File: src/rtl/spi_cap_ctrl_pkg.sv
// Shared types and constants for the SPI capture controller.
// Frame constants, FSM state encodings and the frame byte selector.
package spi_cap_ctrl_pkg;

    localparam logic [7:0] SYNC_BYTE_DEF = 8'hA5;
    localparam int         FRAME_LEN     = 9;

    typedef enum logic [1:0] {
        CAP_DISARMED,
        CAP_WAIT_TRIG,
        CAP_CAPTURING
    } cap_state_e;

    typedef enum logic {
        SER_IDLE,
        SER_SEND
    } ser_state_e;

    // Byte idx of a frame: 0 is sync, then {do,di} MSB first.
    function automatic logic [7:0] frame_byte(
        input logic [63:0] rec,
        input logic [3:0]  idx,
        input logic [7:0]  sync
    );
        logic [7:0] b;
        b = sync;
        case (idx)
            4'd1:    b = rec[63:56];
            4'd2:    b = rec[55:48];
            4'd3:    b = rec[47:40];
            4'd4:    b = rec[39:32];
            4'd5:    b = rec[31:24];
            4'd6:    b = rec[23:16];
            4'd7:    b = rec[15:8];
            4'd8:    b = rec[7:0];
            default: b = sync;
        endcase
        return b;
    endfunction

endpackage

File: src/rtl/spi_cap_fifo.sv
// Synchronous record FIFO, depth 2**AW, read data registered on pop.
// Ports: clk, rst, push/wdata, pop/rdata, full, empty, level.
module spi_cap_fifo #(
    parameter int AW = 3,
    parameter int DW = 64
) (
    input  logic          clk,
    input  logic          rst,
    input  logic          push,
    input  logic [DW-1:0] wdata,
    input  logic          pop,
    output logic [DW-1:0] rdata,
    output logic          full,
    output logic          empty,
    output logic [AW:0]   level
);

    localparam int DEPTH = 1 << AW;

    logic [DW-1:0] mem_q [DEPTH];
    logic [AW:0]   wr_ptr_q, wr_ptr_d;
    logic [AW:0]   rd_ptr_q, rd_ptr_d;
    logic [DW-1:0] rdata_q, rdata_d;
    logic          do_push;
    logic          do_pop;

    // Extra pointer bit distinguishes full from empty.
    assign empty = (wr_ptr_q == rd_ptr_q);
    assign full  = (wr_ptr_q[AW] != rd_ptr_q[AW]) &&
                   (wr_ptr_q[AW-1:0] == rd_ptr_q[AW-1:0]);
    assign level = wr_ptr_q - rd_ptr_q;
    assign rdata = rdata_q;

    assign do_push = push && !full;
    assign do_pop  = pop && !empty;

    always_comb begin
        wr_ptr_d = wr_ptr_q;
        rd_ptr_d = rd_ptr_q;
        rdata_d  = rdata_q;
        if (do_push) begin
            wr_ptr_d = wr_ptr_q + 1'b1;
        end
        if (do_pop) begin
            rd_ptr_d = rd_ptr_q + 1'b1;
            rdata_d  = mem_q[rd_ptr_q[AW-1:0]];
        end
    end

    always_ff @(posedge clk) begin
        if (rst) begin
            wr_ptr_q <= '0;
            rd_ptr_q <= '0;
            rdata_q  <= '0;
        end else begin
            wr_ptr_q <= wr_ptr_d;
            rd_ptr_q <= rd_ptr_d;
            rdata_q  <= rdata_d;
        end
    end

    always_ff @(posedge clk) begin
        if (do_push) begin
            mem_q[wr_ptr_q[AW-1:0]] <= wdata;
        end
    end

endmodule

File: src/rtl/spi_cap_ctrl.sv
// Arm/trigger qualifier, record FIFO and 9-byte UART frame serializer.
// In: cap_ready/cap_do/cap_di, arm, trig_*, tx_ready. Out: tx_*, status.
module spi_cap_ctrl
    import spi_cap_ctrl_pkg::*;
#(
    parameter int         FIFO_AW   = 3,
    parameter logic [7:0] SYNC_BYTE = SYNC_BYTE_DEF
) (
    input  logic             clk,
    input  logic             rst,
    input  logic             cap_ready,
    input  logic [31:0]      cap_do,
    input  logic [31:0]      cap_di,
    input  logic             arm,
    input  logic             trig_en,
    input  logic [31:0]      trig_mask,
    input  logic [31:0]      trig_value,
    output logic [7:0]       tx_data,
    output logic             tx_valid,
    input  logic             tx_ready,
    output logic             triggered,
    output logic [FIFO_AW:0] fifo_level,
    output logic [15:0]      drop_cnt
);

    cap_state_e  cap_state_q, cap_state_d;
    ser_state_e  ser_state_q, ser_state_d;
    logic [3:0]  cnt_q, cnt_d;
    logic [7:0]  tx_data_q, tx_data_d;
    logic        tx_valid_q, tx_valid_d;
    logic [15:0] drop_cnt_q, drop_cnt_d;

    logic        match;
    logic        accept;
    logic        push;
    logic        pop;
    logic        fifo_full;
    logic        fifo_empty;
    logic [63:0] rec;

    // rec stays stable through SEND since the FIFO is only read in IDLE.
    spi_cap_fifo #(
        .AW (FIFO_AW),
        .DW (64)
    ) u_fifo (
        .clk   (clk),
        .rst   (rst),
        .push  (push),
        .wdata ({cap_do, cap_di}),
        .pop   (pop),
        .rdata (rec),
        .full  (fifo_full),
        .empty (fifo_empty),
        .level (fifo_level)
    );

    assign match = ((cap_do ^ trig_value) & trig_mask) == 32'd0;

    always_comb begin
        cap_state_d = cap_state_q;
        accept      = 1'b0;
        if (!arm) begin
            cap_state_d = CAP_DISARMED;
        end else begin
            unique case (cap_state_q)
                CAP_DISARMED: begin
                    cap_state_d = trig_en ? CAP_WAIT_TRIG : CAP_CAPTURING;
                end
                CAP_WAIT_TRIG: begin
                    if (cap_ready && match) begin
                        accept      = 1'b1;
                        cap_state_d = CAP_CAPTURING;
                    end
                end
                CAP_CAPTURING: begin
                    accept = cap_ready;
                end
                default: cap_state_d = CAP_DISARMED;
            endcase
        end
    end

    // Full is judged on the start-of-cycle state; a same-cycle pop
    // does not make room for this record.
    assign push = accept && !fifo_full;

    always_comb begin
        drop_cnt_d = drop_cnt_q;
        if (accept && fifo_full && drop_cnt_q != 16'hFFFF) begin
            drop_cnt_d = drop_cnt_q + 16'd1;
        end
    end

    always_comb begin
        ser_state_d = ser_state_q;
        cnt_d       = cnt_q;
        tx_data_d   = tx_data_q;
        tx_valid_d  = tx_valid_q;
        pop         = 1'b0;
        unique case (ser_state_q)
            SER_IDLE: begin
                if (!fifo_empty) begin
                    pop         = 1'b1;
                    ser_state_d = SER_SEND;
                    cnt_d       = 4'd0;
                    tx_valid_d  = 1'b1;
                    tx_data_d   = SYNC_BYTE;
                end
            end
            SER_SEND: begin
                if (tx_ready) begin
                    if (cnt_q == 4'(FRAME_LEN - 1)) begin
                        ser_state_d = SER_IDLE;
                        tx_valid_d  = 1'b0;
                    end else begin
                        cnt_d     = cnt_q + 4'd1;
                        tx_data_d = frame_byte(rec, cnt_q + 4'd1, SYNC_BYTE);
                    end
                end
            end
            default: begin
                ser_state_d = SER_IDLE;
                tx_valid_d  = 1'b0;
            end
        endcase
    end

    always_ff @(posedge clk) begin
        if (rst) begin
            cap_state_q <= CAP_DISARMED;
            ser_state_q <= SER_IDLE;
            cnt_q       <= 4'd0;
            tx_data_q   <= 8'd0;
            tx_valid_q  <= 1'b0;
            drop_cnt_q  <= 16'd0;
        end else begin
            cap_state_q <= cap_state_d;
            ser_state_q <= ser_state_d;
            cnt_q       <= cnt_d;
            tx_data_q   <= tx_data_d;
            tx_valid_q  <= tx_valid_d;
            drop_cnt_q  <= drop_cnt_d;
        end
    end

    assign tx_data   = tx_data_q;
    assign tx_valid  = tx_valid_q;
    assign drop_cnt  = drop_cnt_q;
    assign triggered = (cap_state_q == CAP_CAPTURING);

endmodule

File: config.mk
export PLATFORM = sky130hd
export DESIGN_NAME = spi_cap_ctrl
export DESIGN_NICKNAME = d
export VERILOG_FILES = /design/src/rtl/spi_cap_ctrl_pkg.sv /design/src/rtl/spi_cap_fifo.sv /design/src/rtl/spi_cap_ctrl.sv
export SDC_FILE = /design/constraint.sdc
export NUM_CORES = 1
export LEC_CHECK = 0
export ABC_CLOCK_PERIOD_IN_PS = 7900
export BUFFER_PORTS_ARGS = -buffer_cell sky130_fd_sc_hd__buf_4
export CAP_MARGIN = 0
export CORE_MARGIN = 2
export CORE_UTILIZATION = 40
export DETAILED_ROUTE_END_ITERATION = 6
export SYNTH_ARGS = -nofsm -noshare
export SYNTH_HDL_FRONTEND = slang
export SYNTH_SLANG_ARGS = --single-unit
File: constraint.sdc
create_clock -name clk -period 7.9 [get_ports clk]
set_input_delay 0.395 -clock clk [delete_from_list [all_inputs] [get_ports clk]]
set_output_delay 0.395 -clock clk [all_outputs]
set_load 0.01 [all_outputs]
==> impl_metrics.py, run 1 <==
metrics = {
    "power": {
        "vdd_drop_max_uv": 165.1,
        "p_leak_nw": 9.119,
        "powerDensity_nw_per_um2": 258.2,
    },
    "worst_setup_path": {
        "cp_max_fo": 38,
        "path_cells": "inv_1 > ha_1 > nand3_1 > nand2b_1 > nand2_1 > nor3_1 > a22oi_1 > nand2b_1 > nor2_4 > buf_4",
        "critPathMostFrequentCell": "nand2b_1",
        "required_ns": 8.13,
        "cp-start-kind": "flop",
        "cp.arrival_ns": 5.24,
        "path_buf_inv": 2,
        "crit_family": "simple AND/OR/NAND/NOR gates",
        "critPathMaxStageDelay_ns": 0.85,
        "slowest_stage": "nor2_4",
        "crit_type": "flop to flop",
        "cp-end-kind": "flop",
    },
    "global_routing": {
        "grt_usage_pct": 18.91,
        "grt_pass1_vias": 13519,
        "grt_overflow": 0,
        "grt_pass1_wl_mm": 88.04,
        "antenna_found_initial": 3,
        "grt_max_degree": 86,
    },
    "sta": {
        "setup_tns_ns": 0,
        "finalClockSkew_ns": 0.01397,
        "fmax_mhz": 199.4,
        "rsz0062_at_grt": "false",
        "worst_pin_slew_ns": 1.187,
        "post-route-period-util_pct": 63.49,
        "holdWs_ns": 0.02830,
        "fin_ws_ns": 2.884,
        "finalSetupViolations": 0,
        "period_minus_slack_ns": 5.016,
        "maxSlewViolCount": 0,
        "relSlewSlack_pct": 20.87,
        "hold_viol_final": 0,
    },
    "yosys": {
        "yosysSeqAreaShare_pct": 71.95,
        "synth_top_area_share_pct": 63.37,
        "syn_area_sq_um": 24260,
        "async_flop_share_pct": 0,
        "synth_area_leaders": "edfxtp_1 (63%), mux4_2 (12%), dfxtp_1 (8.6%)",
        "yosys_warnings": 0,
        "synth_edf_count": 512,
        "synthCells": 1406,
        "syn_area_per_cell_sq_um": 17.26,
        "yosysMostFrequentCell": "edfxtp_1",
        "yosysTopAreaCell": "edfxtp_1",
        "ys_types": 58,
        "synthesis.nets": 1555,
        "synth_common_cells": "edfxtp_1 (512), nand2_1 (157), mux4_2 (128), dfxtp_1 (104), nor2_1 (91)",
        "synth_seq_cells": 616,
        "synth_top_flop_cell": "edfxtp_1",
    },
    "clocking": {
        "cts.sinks": 616,
        "tritoncts": "built",
        "clock_latency_ns": 0.61,
        "cts_resized": 0,
        "clk_path_buf_depth": 3,
        "numCtsBuffers": 61,
        "clkSlewWorstSetupHoldPaths_ns": 0.06,
        "cts.htree.levels": 2,
        "cts-root-buf": "clkbuf_16",
    },
    "detailed_routing": {
        "ant_nets": 0,
        "drt_first_iter_violations": 1084,
        "vias": 13490,
        "totalWireLength_mm": 58.86,
        "routed_via_density": 5.574,
        "first_pass_iters": 5,
        "wl_per_cell_um": 24.32,
        "drc_errors": 0,
    },
    "floorplan": {
        "io_pins": 164,
        "die_w_um": 250.3,
        "coreArea_sq_um": 60130,
        "num_rows": 90,
        "dieArea_sq_um": 62640,
        "fp.dieH_um": 250.3,
        "initial_utilization_pct": 40.35,
    },
    "place": {
        "pre_cts_ws_ns": 2.813,
        "portBuffers": 163,
        "gp_congestion": 0.8066,
        "dp_hpwl_mm": 36.91,
    },
    "run": {
        "cap_violations": 0,
    },
    "worst_hold_path": {
        "hold_path_class": "primary input to flop",
    },
    "cells_and_area": {
        "areaGrowthSynthToFinish_pct": 17.19,
        "drive_above_1_share_pct": 26.07,
        "fillers": 5123,
        "nNetsFinal": 1737,
        "num_antenna_cells": 0,
    },
    "outcome": {
        "status": "finished, final reports clean",
    },
}
[cell usage in the layout, fill, tap and decap left out, types with 14 or more instances in the layout]
master | synthesis | layout
a21oi_1 | 22 | 22
clkbuf_1 | 47 | 22
xor2_1 | 37 | 37
nand3_1 | 14 | 14
nand4_1 | 14 | 14
ha_1 | 14 | 14
clkbuf_16 | 0 | 61
a22oi_1 | 54 | 54
dfxtp_1 | 104 | 101
a311oi_1 | 64 | 64
edfxtp_1 | 512 | 512
buf_4 | 0 | 182
o21ai_0 | 16 | 16
nor2_1 | 91 | 85
inv_1 | 15 | 15
mux4_2 | 128 | 128
nand2_1 | 157 | 157
[cell families (layout without fill, tap and decap cells)]
kind of cell               after synthesis  count (layout)  synth area share (%)
xor gates and xnor gates                41              41                 1.480
buffers and inverters                   89             321                 1.532
adders and majority gates               15              15                0.8045
AOI/OAI and AO/OA                      182             182                 5.890
and+or+nand+nor                        330             330                 6.240
muxes                                  133             133                 12.10
DFF                                    616             616                 71.95
[stage by stage]
stage | power, mW | area, sq um | cells | utilization (%)
after floorplan | 4.251 | 24260 | 1406 | -
after global placement | 4.559 | 26370 | 2298 | 43.85
after detailed placement | 4.569 | 26370 | 2298 | 43.85
after CTS | 7.405 | 28430 | 2420 | 47.28
after global routing | 7.620 | 28430 | 2420 | 47.28
final | 7.340 | 28430 | 2420 | 47.28
[power breakdown]
group          internal, mW  total (mW)  switching, mW
registers              3.60        3.72          0.115
clock network          1.67        2.85           1.17
logic                 0.365       0.775          0.410
[path summary, 6_finish.rpt]
path | from | endpoint | slack [ns] | cells after the start
min | cap_di[22] | u_fifo.mem_q[5][22] | 0.03 | 1
max reg2reg | u_fifo.rd_ptr_q[2] | u_fifo.mem_q[5][6] | 2.88 | 10
min reg2reg | u_fifo.rdata[19] | u_fifo.rdata[19] | 0.50 | 2
max | u_fifo.rd_ptr_q[2] | u_fifo.mem_q[5][6] | 2.88 | 10
[layer usage]
metal	track usage (%)	routed length (um)
met1	26.78	26040
met2	30.24	27930
met3	3.751	3741
met4	4.619	1129
met5	0	21
[cell type report]
type,count,area (sq um),share of cell area (%)
tap,782,978.4,3.441
sequential,616,17470,61.44
clock buffer,96,1788,6.288
clock inverter,17,185.2,0.6513
multi-input combinational,701,6492,22.83
inverter,17,63.81,0.2244
timing repair buffer,191,1456,5.122
[state kept, by name, indices dropped and copies added, names as in the netlist]
signal	cells
cap_state_q	2
cnt_q	4
drop_cnt	16
ser_state_q	1
tx_data	8
tx_valid	1
u_fifo.mem_q	512
u_fifo.rd_ptr_q	4
u_fifo.rdata	64
u_fifo.wr_ptr_q	4
[worst register-to-register path, stage by stage (launching register included)]
cell      delay (ns)
dfxtp_4         0.63
inv_1           0.63
ha_1            0.58
nand3_1         0.13
nand2b_1        0.26
nand2_1         0.09
nor3_1          0.15
a22oi_1         0.23
nand2b_1        0.34
nor2_4          0.85
buf_4           0.72
[timing repair]
item / 4_1_cts / 5_1_grt
hold buffers: 9 / 0
setup buffers: 0 / 0
endpoints found under the hold margin: 53 / 0
Note: power is estimated with default switching activity, not from simulation.
==> inputs of run 2 (changes only) <==
- ABC_AREA: not set -> 1
- ABC_CLOCK_PERIOD_IN_PS: 7900 -> 4900
- clock period: 7.9 -> 4.9 ns (I/O delays scaled with it)
==> impl_metrics.py, run 2 <==
metrics = {
    "place": {
        "placedCellCount": 3072,
        "gp_congestion": 0.8944,
        "dp_hpwl_mm": 37.67,
        "placedInstanceArea_sq_um": 27040,
        "pre_cts_ws_ns": 1.371,
        "portBuffers": 163,
    },
    "worst_setup_path": {
        "r2r_start": "u_fifo.rd_ptr_q[0]",
        "cp_max_fo": 50,
        "path_cells": "dlygate4sd3_1 > buf_4 > o21ai_0 > nor2_1 > nor2_1 > nand2_1 > nor2_1 > nand4_1 > nand2_2 > nand3_4 > inv_2 > nand2_2 > nor2_4 > buf_12",
        "r2r_end": "u_fifo.rdata[40]",
        "cp.arrival_ns": 3.78,
        "cp-start-kind": "primary input",
        "critPathMostFrequentCell": "nor2_1",
        "reg2reg_setup_slack_ns": 1.81,
        "path_buf_inv": 4,
        "crit_family": "simple AND/OR/NAND/NOR gates",
        "crit_type": "primary input to flop",
        "required_ns": 5.14,
        "cp-end-kind": "flop",
        "reg2regPathDepth": 7,
        "slowest_stage": "dlygate4sd3_1",
        "critPathMaxStageDelay_ns": 0.55,
    },
    "yosys": {
        "yosys_warnings": 0,
        "synth_top_flop_cell": "edfxtp_1",
        "yosysTopAreaCell": "edfxtp_1",
        "synth_seq_cells": 616,
        "yosysMostFrequentCell": "edfxtp_1",
        "synth_area_leaders": "edfxtp_1 (62%), dfxtp_1 (8.4%), o21ai_0 (7.2%)",
        "synth_common_cells": "edfxtp_1 (512), o21ai_0 (359), nor2_1 (307), nand2_1 (251), inv_1 (119)",
        "synthesis.nets": 2320,
        "ys_types": 46,
        "syn_area_per_cell_sq_um": 11.47,
        "synth_top_area_share_pct": 61.72,
        "syn_area_sq_um": 24910,
        "async_flop_share_pct": 0,
        "synthCells": 2171,
        "yosysSeqAreaShare_pct": 70.08,
        "synth_edf_count": 512,
    },
    "global_routing": {
        "grt_pass1_vias": 17146,
        "grt_overflow": 0,
        "grt_usage_pct": 20.32,
        "antenna_found_initial": 2,
        "grt_pass1_wl_mm": 99.46,
        "grt_max_degree": 119,
    },
    "run": {
        "cap_violations": 0,
    },
    "clocking": {
        "cts.sinks": 616,
        "clk_path_buf_depth": 3,
        "cts.htree.levels": 3,
        "numCtsBuffers": 67,
        "cts-root-buf": "clkbuf_16",
        "clock_latency_ns": 0.59,
        "tritoncts": "built",
        "clkSlewWorstSetupHoldPaths_ns": 0.06,
    },
    "power": {
        "p_leak_nw": 10.58,
        "switching_share_pct": 31.45,
        "power.switching_mw": 4.553,
        "p_int_mw": 9.922,
        "powerDensity_nw_per_um2": 484.4,
        "pwr-share-clk_pct": 34.0,
        "vdd_drop_max_uv": 407.2,
        "seq_power_share_pct": 42.7,
        "finalPower_mw": 14.48,
        "comb_power_share_pct": 23.3,
    },
    "detailed_routing": {
        "totalWireLength_mm": 65.70,
        "vias": 17516,
        "first_pass_iters": 7,
        "drc_errors": 0,
        "ant_nets": 0,
        "routed_via_density": 5.368,
        "drt_first_iter_violations": 1672,
        "wl_per_cell_um": 20.13,
    },
    "floorplan": {
        "num_rows": 91,
        "initial_utilization_pct": 40.44,
        "fp.dieH_um": 253.5,
        "dieArea_sq_um": 64290,
        "io_pins": 164,
        "die_w_um": 253.5,
        "coreArea_sq_um": 61600,
    },
    "sta": {
        "maxSlewViolCount": 0,
        "period_minus_slack_ns": 3.540,
        "finalClockSkew_ns": 0.01591,
        "hold_viol_final": 0,
        "finalSetupViolations": 0,
        "rsz0062_at_grt": "false",
        "fin_ws_ns": 1.360,
        "worst_pin_slew_ns": 1.011,
        "fmax_mhz": 282.5,
        "post-route-period-util_pct": 72.24,
        "relSlewSlack_pct": 32.62,
    },
    "cells_and_area": {
        "fillers": 5423,
        "stdcell_area_sq_um": 29880,
        "nNetsFinal": 2520,
        "finalNonFillerCells": 3263,
        "drive_above_1_share_pct": 13.37,
        "seqCellArea_sq_um": 17470,
        "multiInputGateArea_sq_um": 6511,
        "final_common_cell": "edfxtp_1",
        "most-common-layout-cells": "edfxtp_1 (512), o21ai_0 (359), nor2_1 (302), nand2_1 (251), buf_4 (183)",
        "final_core_util_pct": 48.51,
        "largest_reg_flops": 512,
        "areaGrowthSynthToFinish_pct": 19.97,
    },
    "worst_hold_path": {
        "min_from": "rst",
        "hold_path_class": "primary input to flop",
        "holdPathEnd": "tx_data[4]",
        "whs_path_depth": 2,
    },
    "outcome": {
        "status": "finished, final reports clean",
    },
}
-- run 2: how the worst max path moves through the flow --
stage	start	cells after the start	end	slack (ns)
6_report	cap_do[1]	14	u_fifo.mem_q[0][11]	1.36
3_3_place_gp	cap_do[0]	15	u_fifo.mem_q[3][6]	1.43
3_5_place_dp	cap_do[0]	15	u_fifo.mem_q[0][7]	1.37
2_1_floorplan	u_fifo.rd_ptr_q[1]	11	u_fifo.mem_q[4][0]	-1.75
5_1_grt	cap_do[0]	16	u_fifo.mem_q[3][17]	1.14
4_1_cts	cap_do[0]	16	u_fifo.mem_q[3][19]	1.44
-- run 2: cells by family (layout without fill, tap and decap cells) --
| kind of cell | Yosys count | after routing | synth area share (%) |
|---|---|---|---|
| simple gates | 675 | 675 | 11.26 |
| xor+xnor | 8 | 8 | 0.3416 |
| fa+ha+maj | 15 | 15 | 0.7836 |
| compound gates | 604 | 604 | 13.54 |
| flops | 616 | 616 | 70.08 |
| buf+inv | 253 | 506 | 3.993 |
| other cells | 0 | 2 | 0 |
-- run 2: layout make-up --
class	instances	area share, %
clock inverters	24	0.6867
multi-input cells	1302	21.79
inverters	126	1.620
clock buffers	98	6.557
repair buffers	258	7.378
flip-flops and latches	616	58.45
diodes	2	0.01675
well taps	837	3.505
-- run 2: timing repair --
| action | CTS | global route |
|---|---|---|
| buffers inserted | 0 | 0 |
| resized for setup | 0 | 0 |
| hold buffers | 67 | 0 |
| hold endpoints to repair | 514 | 0 |
-- run 2: metrics by stage --
step / TNS [ns] / hold WS [ns]
after floorplan: -224.65 / 0.3439
after global placement: 0 / 0.4665
after detailed placement: 0 / 0.4630
after CTS: 0 / 0.01608
after global routing: 0 / 0.04018
final: 0 / 0.06391
-- run 2: routing by layer --
metal  track usage, %  vias up  part of all wire [%]
met2            33.69      530                    48
met5                0        -                     0
met1            27.20     8662                    43
met4            6.407        0                   2.3
li1                 -     8227                     -
met3            3.585       97                   5.9
-- run 2: power by group through the flow --
stage	Combinational, mW	Sequential, mW	Clock, mW
2_1_floorplan	2.25	6.16	0
3_3_place_gp	3.24	6.28	0
3_5_place_dp	3.33	6.28	0
4_1_cts	3.39	6.17	5.01
5_1_grt	3.76	6.20	5.23
6_report	3.37	6.18	4.92
==> inputs of run 3 (changes only) <==
- ABC_CLOCK_PERIOD_IN_PS: 4900 -> 3400
- clock period: 4.9 -> 3.4 ns (I/O delays scaled with it)
==> impl_metrics.py, run 3 (synthesis results as in run 2) <==
metrics = {
    "detailed_routing": {
        "totalWireLength_mm": 66.03,
        "drt_first_iter_violations": 1513,
        "wl_per_cell_um": 20.16,
        "routed_via_density": 5.362,
        "ant_nets": 0,
        "drc_errors": 0,
        "vias": 17559,
        "first_pass_iters": 5,
    },
    "sta": {
        "hold_viol_final": 0,
        "post-route-period-util_pct": 87.14,
        "rsz0062_at_grt": "false",
        "finalClockSkew_ns": 0.01964,
        "relSlewSlack_pct": 31.56,
        "fmax_mhz": 337.5,
        "maxSlewViolCount": 0,
        "setup_tns_ns": 0,
        "fin_ws_ns": 0.4374,
        "worst_pin_slew_ns": 1.027,
        "finalSetupViolations": 0,
        "period_minus_slack_ns": 2.963,
    },
    "outcome": {
        "status": "finished, final reports clean",
    },
    "run": {
        "cap_violations": 0,
    },
    "place": {
        "pre_cts_ws_ns": 0.4531,
        "gp_congestion": 0.8585,
        "dp_hpwl_mm": 39.36,
        "portBuffers": 163,
        "placedCellCount": 3085,
    },
    "cells_and_area": {
        "final_common_cell": "edfxtp_1",
        "nNetsFinal": 2533,
        "most-common-layout-cells": "edfxtp_1 (512), o21ai_0 (359), nor2_1 (302), nand2_1 (250), buf_4 (189)",
        "largest_reg_flops": 512,
        "drive_above_1_share_pct": 14.11,
        "areaGrowthSynthToFinish_pct": 20.60,
        "num_antenna_cells": 0,
        "fillers": 5503,
        "finalNonFillerCells": 3275,
    },
    "clocking": {
        "cts-root-buf": "clkbuf_16",
        "cts.htree.levels": 3,
        "numCtsBuffers": 66,
        "cts_resized": 0,
        "clk_path_buf_depth": 3,
        "post_cts_buffers": 0,
        "clock_latency_ns": 0.60,
        "tritoncts": "built",
        "clkSlewWorstSetupHoldPaths_ns": 0.06,
        "cts_hold_buffers": 68,
        "cts.sinks": 616,
    },
    "worst_setup_path": {
        "required_ns": 3.63,
        "crit_type": "primary input to flop",
        "r2r_end": "u_fifo.mem_q[5][3]",
        "r2r_start": "cap_state_q[1]",
        "reg2regPathDepth": 9,
        "cp.arrival_ns": 3.19,
        "crit_end": "u_fifo.mem_q[5][3]",
        "reg2reg_setup_slack_ns": 0.64,
        "crit_family": "simple AND/OR/NAND/NOR gates",
        "critPathMostFrequentCell": "nor2_1",
        "worst-path-stages": 14,
        "cp-start-kind": "primary input",
        "cp-end-kind": "flop",
        "critPathMaxStageDelay_ns": 0.54,
        "crit_start": "cap_do[1]",
        "slowest_stage": "dlygate4sd3_1",
        "path_buf_inv": 4,
        "cp_max_fo": 24,
        "path_cells": "dlygate4sd3_1 > buf_4 > o21ai_0 > nor2_1 > nor2_1 > nand2_1 > nor2_1 > nand4_1 > nand2_2 > nand3_4 > inv_4 > nand2_1 > nor3_4 > buf_4",
    },
    "floorplan": {
        "io_pins": 164,
        "coreArea_sq_um": 61600,
        "dieArea_sq_um": 64290,
        "die_w_um": 253.5,
        "initial_utilization_pct": 40.44,
        "fp.dieH_um": 253.5,
        "num_rows": 91,
    },
    "global_routing": {
        "grt_overflow": 0,
        "antenna_found_initial": 0,
        "grt_pass1_vias": 17361,
        "grt_pass1_wl_mm": 99.72,
        "grt_max_degree": 169,
        "grt_usage_pct": 20.38,
    },
    "worst_hold_path": {
        "hold_path_class": "primary input to flop",
    },
    "power": {
        "comb_power_share_pct": 23.7,
        "powerDensity_nw_per_um2": 690.6,
        "pwr-share-clk_pct": 33.2,
        "switching_share_pct": 32.05,
        "p_int_mw": 14.10,
        "finalPower_mw": 20.75,
        "power.switching_mw": 6.649,
        "p_leak_nw": 10.66,
        "vdd_drop_max_uv": 481.9,
        "seq_power_share_pct": 43.2,
    },
}
## run 3: changes by cell type in the layout (fill, tap and decap cells not counted), moves of 3 or more
cell / previous run / this run
buf_4: 183 / 189
clkbuf_16: 72 / 66
clkinvlp_4: 3 / 0
inv_4: 0 / 4
buf_12: 8 / 15
nor3_4: 2 / 5
nor3_2: 3 / 0
inv_6: 2 / 8
clkinv_1: 5 / 8
clkbuf_1: 20 / 14
## run 3: metrics by stage
stage / util [%] / hold WS, ns / instance area [sq um]
global placement: 44.29 / 0.4073 / 27280
global route: 48.77 / 0.04008 / 30040
detailed placement: 44.29 / 0.4090 / 27280
CTS: 48.77 / 0.003644 / 30040
floorplan: - / 0.2689 / 25030
finish: 48.77 / 0.02286 / 30040
## run 3: final cells by class
cell class	count	area, sq um	area share, %
repair buffers	272	2400	7.989
multi-input cells	1302	6563	21.85
flip-flops and latches	616	17470	58.14
well taps	837	1047	3.486
inverters	126	488.0	1.624
clock inverters	36	290.3	0.9663
clock buffers	86	1787	5.948
## run 3: worst min path at each step
stage          startpoint                  end  slack [ns]  cells after the start
2_1_floorplan   cap_di[0]   u_fifo.mem_q[0][0]        0.27                      0
3_3_place_gp   cap_di[16]  u_fifo.mem_q[3][16]        0.41                      1
3_5_place_dp   cap_di[16]  u_fifo.mem_q[2][16]        0.41                      1
4_1_cts          tx_ready          ser_state_q       0.004                      4
5_1_grt          tx_ready          ser_state_q        0.04                      4
6_report         tx_ready          ser_state_q        0.02                      4
## run 3: routing by layer
| metal | vias to the layer above | global-route usage [%] | share of wire, % |
|---|---|---|---|
| met1 | 8696 | 27.09 | 43 |
| met4 | 0 | 7.439 | 3.0 |
| met5 | - | 0 | 0 |
| met3 | 104 | 3.902 | 6.1 |
| li1 | 8257 | - | - |
| met2 | 502 | 33.30 | 48 |
## run 3: worst min-delay path, stage by stage
cell and delay [ns]:
buf_4 0.08, inv_1 0.08, nand2_1 0.14, a31oi_1 0.10
## run 3: power groups by stage
stage / Sequential [mW] / Combinational [mW] / Clock (mW)
floorplan: 8.88 / 3.28 / 0
global placement: 9.10 / 4.77 / 0
detailed placement: 9.09 / 4.85 / 0
CTS: 8.94 / 4.93 / 7.01
global route: 8.99 / 5.49 / 7.28
finish: 8.96 / 4.91 / 6.88
